<file path="src/rtl/drf_pkg.sv">
// Shared DRF definitions: arbiter state encoding, bus-driver indices and the
// default driver count.
package drf_pkg;

  typedef enum logic [1:0] {
    IDLE  = 2'd0,
    GRANT = 2'd1,
    TURN  = 2'd2
  } arb_state_t;

  localparam int unsigned REQ_CU    = 0;
  localparam int unsigned REQ_ALU   = 1;
  localparam int unsigned REQ_REG   = 2;
  localparam int unsigned REQ_MEM   = 3;
  localparam int unsigned DRF_N_REQ = 4;

endpackage

</file>
<file path="src/rtl/rr_pick.sv">
// Round-robin picker: the first set request at or after i_ptr, wrapping
// modulo N_REQ. Purely combinational.
module rr_pick #(
  parameter int unsigned N_REQ = 4
) (
  input  logic [N_REQ-1:0]         i_req,
  input  logic [$clog2(N_REQ)-1:0] i_ptr,
  output logic [N_REQ-1:0]         o_onehot,
  output logic [$clog2(N_REQ)-1:0] o_idx,
  output logic                     o_valid
);

  localparam int unsigned IDW = $clog2(N_REQ);

  always_comb begin
    int unsigned v_idx;
    logic [IDW-1:0] v_sel;
    v_idx    = 0;
    v_sel    = '0;
    o_onehot = '0;
    o_idx    = '0;
    o_valid  = 1'b0;
    for (int unsigned i = 0; i < N_REQ; i++) begin
      v_idx = (32'(i_ptr) + i) % N_REQ;
      v_sel = IDW'(v_idx);
      if (!o_valid && i_req[v_sel]) begin
        o_valid         = 1'b1;
        o_idx           = v_sel;
        o_onehot[v_sel] = 1'b1;
      end
    end
  end

endmodule

</file>
<file path="src/rtl/drf_bus_arbiter.sv">
// Round-robin arbiter for the shared DRF bus with locked transfers, a hold
// timeout and one forced dead turnaround cycle between grants.
module drf_bus_arbiter
  import drf_pkg::*;
#(
  parameter int unsigned N_REQ   = DRF_N_REQ,
  parameter int unsigned TIMEOUT = 15
) (
  input  logic                     clk,
  input  logic                     rst_n,
  input  logic [N_REQ-1:0]         in_req,
  input  logic [N_REQ-1:0]         in_lock,
  output logic [N_REQ-1:0]         out_grant,
  output logic [$clog2(N_REQ)-1:0] out_grant_id,
  output logic                     out_bus_idle,
  output logic                     out_timeout
);

  localparam int unsigned IDW     = $clog2(N_REQ);
  localparam logic [7:0]  TMO_MAX = 8'(TIMEOUT);

  arb_state_t       r_state, w_state;
  logic [N_REQ-1:0] r_grant, w_grant;
  logic [IDW-1:0]   r_grant_id, w_grant_id;
  logic [IDW-1:0]   r_rr_ptr, w_rr_ptr;
  logic [7:0]       r_cnt, w_cnt;
  logic             r_timeout, w_timeout;
  logic             r_idle, w_idle;

  logic [N_REQ-1:0] w_pick_onehot;
  logic [IDW-1:0]   w_pick_idx;
  logic             w_pick_valid;
  logic             w_owner_hold;

  rr_pick #(.N_REQ(N_REQ)) u_rr_pick (
    .i_req    (in_req),
    .i_ptr    (r_rr_ptr),
    .o_onehot (w_pick_onehot),
    .o_idx    (w_pick_idx),
    .o_valid  (w_pick_valid)
  );

  // Lock counts only for the owner and only while it keeps requesting.
  assign w_owner_hold = in_req[r_grant_id] && in_lock[r_grant_id];

  always_comb begin
    w_state    = r_state;
    w_grant    = r_grant;
    w_grant_id = r_grant_id;
    w_rr_ptr   = r_rr_ptr;
    w_cnt      = r_cnt;
    w_timeout  = 1'b0;
    w_idle     = r_idle;
    unique case (r_state)
      GRANT: begin
        if (w_owner_hold && (r_cnt < TMO_MAX)) begin
          w_cnt = r_cnt + 8'd1;
        end else begin
          w_state   = TURN;
          w_grant   = '0;
          w_idle    = 1'b1;
          w_rr_ptr  = (r_grant_id == IDW'(N_REQ - 1)) ? '0 : r_grant_id + 1'b1;
          w_timeout = w_owner_hold;
        end
      end
      default: begin
        if (w_pick_valid) begin
          w_state    = GRANT;
          w_grant    = w_pick_onehot;
          w_grant_id = w_pick_idx;
          w_cnt      = 8'd1;
          w_idle     = 1'b0;
        end else begin
          w_state = IDLE;
          w_grant = '0;
          w_idle  = 1'b1;
        end
      end
    endcase
  end

  always_ff @(posedge clk or negedge rst_n) begin
    if (!rst_n) begin
      r_state    <= IDLE;
      r_grant    <= '0;
      r_grant_id <= '0;
      r_rr_ptr   <= '0;
      r_cnt      <= '0;
      r_timeout  <= 1'b0;
      r_idle     <= 1'b1;
    end else begin
      r_state    <= w_state;
      r_grant    <= w_grant;
      r_grant_id <= w_grant_id;
      r_rr_ptr   <= w_rr_ptr;
      r_cnt      <= w_cnt;
      r_timeout  <= w_timeout;
      r_idle     <= w_idle;
    end
  end

  assign out_grant    = r_grant;
  assign out_grant_id = r_grant_id;
  assign out_bus_idle = r_idle;
  assign out_timeout  = r_timeout;

endmodule

</file>
<file path="config.mk">
export PLATFORM = sky130hd
export DESIGN_NAME = drf_bus_arbiter
export DESIGN_NICKNAME = d
export VERILOG_FILES = /design/src/rtl/drf_pkg.sv /design/src/rtl/rr_pick.sv /design/src/rtl/drf_bus_arbiter.sv
export SDC_FILE = /design/constraint.sdc
export NUM_CORES = 1
export LEC_CHECK = 0
export ABC_AREA = 1
export CORE_MARGIN = 2
export CORE_UTILIZATION = 57
export DETAILED_ROUTE_END_ITERATION = 8
export PLACE_DENSITY = 0.82
export SLEW_MARGIN = 5
export SYNTH_ARGS = -nofsm -noshare
export SYNTH_HDL_FRONTEND = slang
export SYNTH_SLANG_ARGS = --single-unit
export TNS_END_PERCENT = 30
</file>
<file path="constraint.sdc">
create_clock -name clk -period 3 [get_ports clk]
set_input_delay 0.6 -clock clk [delete_from_list [all_inputs] [get_ports clk]]
set_output_delay 0.6 -clock clk [all_outputs]
set_load 0.01 [all_outputs]
</file>
==> results.cfg <==
[run_status]
outcome = finished, final reports clean

[floorplanning]
io_pins = 18
die_h_um = 53.2
die_w_um = 53.2
rows = 17
core_area_um2 = 2250
dieArea_um2 = 2830
initial_utilization_pct = 61.2

[final_layout]
fillers = 193
stdcell_count = 224
fin_area_um2 = 1610
diodes = 0
nNetsFinal = 217
area_growth_pct = 17.1
layout-drive-gt1-share_pct = 11.2

[synth]
syn-instance-count = 177
synth_top_area_share_pct = 34.5
ys_top_cells_by_count = nand2_1, nand3_1, dfrtp_1
synth_compound_area_share_pct = 7.26
synth-xor-area-share_pct = 0
synth_edf_count = 0
synthMuxAreaShare_pct = 0
synth_nets = 197
synth-simple-area-share_pct = 39.3
yosys_warnings = 0
seq_area_frac_synth_pct = 36.4
synth.most_common_cell = nand2_1
synth.cell_area_um2 = 1380
yosysUniqueCellTypes = 24
syn_avg_cell_area_um2 = 7.79
yosysTopAreaCell = dfrtp_1
synthTopCellsByArea = dfrtp_1, nand2_1, nand3_1
yosys.area_share.adder_pct = 9.07
synth_top_family_by_area = simple AND/OR/NAND/NOR gates
ys.flop_type = dfrtp_1
async_flop_share_pct = 100
ys_seq_elements = 20

[hold_path]
hold-path-endpoint = out_grant[3]$_DFFE_PN0P_
hold_start = out_grant[3]$_DFFE_PN0P_
holdPathStages = 2
hp-class = flip-flop to flip-flop

[sta]
fmax_mhz = 447
hold_viol = 0
fin_crit_sh_pct = 74.6
period_minus_slack_ns = 2.24
setup_viol = 0
finalMaxSlewViolations = 0
worst_pin_slew_ns = 0.852
fin_tns_setup_ns = 0
rsz0062_at_grt = false
max_slew_margin_pct = 43.1
whs_ns = 0.492
skew_ns = 0.0142

[worst_setup_path]
start_kind = flip-flop
r2r-end = out_grant_id[0]$_DFFE_PN0P_
max_stage_delay_ns = 0.68
r2r_cells = 11
r2r-start = r_rr_ptr[0]$_DFFE_PN0P_
critPathBufInv = 3
crit_path_max_fanout = 12
cp_cell_sequence = inv_6 > ha_1 > inv_1 > nand2_1 > nand2_1 > nor2_4 > nand3_2 > nand2_4 > inv_2 > nand3_1 > nand2_1
crit_family = simple AND/OR/NAND/NOR gates
path_class = flip-flop to flip-flop
arrival_ns = 2.46
cp-end-kind = flip-flop
required_ns = 3.22
rrSetupSlack_ns = 0.76
crit_slowest_cell = dfrtp_1
cpMostUsedCell = nand2_1

[power]
clockPowerShare_pct = 12.3
p_leak_nw = 0.804
p_per_area_nw_per_um2 = 1130
p_int_mw = 0.881
power_mw = 1.83
p_switching_mw = 0.945
power.share.sequential_pct = 24.5
pwr-share-comb_pct = 63.1
ir_worst_vdd_v = 0.000773
sw_frac_of_total_pct = 51.8

[cts]
htreeDepth = 1
cts_tree = yes
cts_setup_buffers = 0
hold_buffers = 0
clk_latency_ns = 0.31
cts.sinks = 20
cts_buffers = 3
root_buffer = clkbuf_4
clock_path_buffers = 2
ctsResizeCount = 0
clk_pin_slew_ns = 0.13

[detailed_routing]
wire_per_inst_um = 14.2
drtAntennaViolNets = 0
drc = 0
dr.first_iter.drc_count = 58
drtPass1Iterations = 4
viasPerCell = 5.61
wl_mm = 3.19
dr_total_vias = 1256

[global_routing]
track_usage_pct = 26.0
antenna_found_initial = 0
grt_pass1_vias = 1192
grt-ovfl-total = 0
grt_max_degree = 21
grt_pass1_wl_mm = 5.18

[job]
cap_violations = 0

[placement]
dp.cells = 220
placed_cell_area_um2 = 1560
numPortBuffers = 17
dpl.hpwl_mm = 2.35
gp_congestion = 0.833
==> metal layers <==
layer | global-route usage (%) | wire, um | share of wire, % | vias to the layer above
met4 | 10.3 | 87 | 2.7 | 0
li1 | - | - | - | 613
met2 | 43.1 | 1510 | 47 | 48
met3 | 5.37 | 152 | 4.8 | 10
met1 | 33.0 | 1430 | 45 | 585
met5 | 0 | 0 | 0 | -
==> placed cells by master (no fill, tap or decap) <==
master           instances
nand2_1                 52
nand3_1                 26
dfrtp_1                 19
inv_1                   17
clkdlybuf4s50_1         17
nor2_1                  11
ha_1                    10
a21oi_1                  7
nand4_1                  6
nand2_4                  6
a21boi_0                 4
inv_2                    3
clkbuf_4                 3
nand3_2                  2
o21ai_0                  2
inv_6                    1
nor3_1                   1
nor2_4                   1
o21ai_4                  1
nand4_4                  1
clkinv_1                 1
and3_1                   1
o21ai_2                  1
nor2_2                   1
bufinv_16                1
dfstp_2                  1
==> layout make-up <==
class                      count  area (um2)  area share [%]
timing repair buffer          17         170            10.5
sequential                    20         502            31.1
tap                           28        35.0            2.17
clock buffer                   3        22.5            1.40
clock inverter                 1        30.0            1.86
inverter                      22        87.6            5.43
multi-input combinational    133         767            47.5
==> metrics by stage <==
step                      util, %  setup WS (ns)
after floorplan                 -           1.26
after global placement       69.3          0.799
after detailed placement     69.3          0.715
after CTS                    71.6          0.790
after global routing         71.6          0.553
final                        71.6          0.762
==> kinds of logic after synthesis <==
family | count (synthesis)
simple gates | 108
fa+ha+maj | 10
flops | 20
compound gates | 15
buf+inv | 24
==> power by group through the flow <==
| stage | logic [mW] | clock network, mW | registers [mW] |
|---|---|---|---|
| 2_1_floorplan | 0.875 | 0 | 0.435 |
| 3_3_place_gp | 1.06 | 0 | 0.450 |
| 3_5_place_dp | 1.12 | 0 | 0.451 |
| 4_1_cts | 1.12 | 0.224 | 0.447 |
| 5_1_grt | 1.28 | 0.234 | 0.458 |
| 6_report | 1.15 | 0.225 | 0.448 |
==> tightest hold or removal path: stages (launching register included) <==
cell	delay (ns)
dfrtp_1	0.37
nand2_1	0.05
nand2_1	0.05
==> worst max path at each step <==
stage,from,to,slack [ns],cells after the start
after floorplan,r_rr_ptr[0]$_DFFE_PN0P_,out_grant_id[0]$_DFFE_PN0P_,1.26,12
after global placement,in_req[3],out_grant_id[1]$_DFFE_PN0P_,0.80,11
after detailed placement,in_req[3],out_grant_id[1]$_DFFE_PN0P_,0.72,11
after CTS,r_rr_ptr[0]$_DFFE_PN0P_,out_grant_id[0]$_DFFE_PN0P_,0.79,11
after global routing,r_rr_ptr[0]$_DFFE_PN0P_,r_cnt[0]$_DFFE_PN0P_,0.55,11
final,r_rr_ptr[0]$_DFFE_PN0P_,out_grant_id[0]$_DFFE_PN0P_,0.76,11
==> registers in the layout, summed over array words and instances (netlist names) <==
name          cells
r_cnt             8
out_grant         4
out_grant_id      2
r_rr_ptr          2
r_state           2
out_bus_idle      1
out_timeout       1
Note: power is estimated with default switching activity, not from simulation.
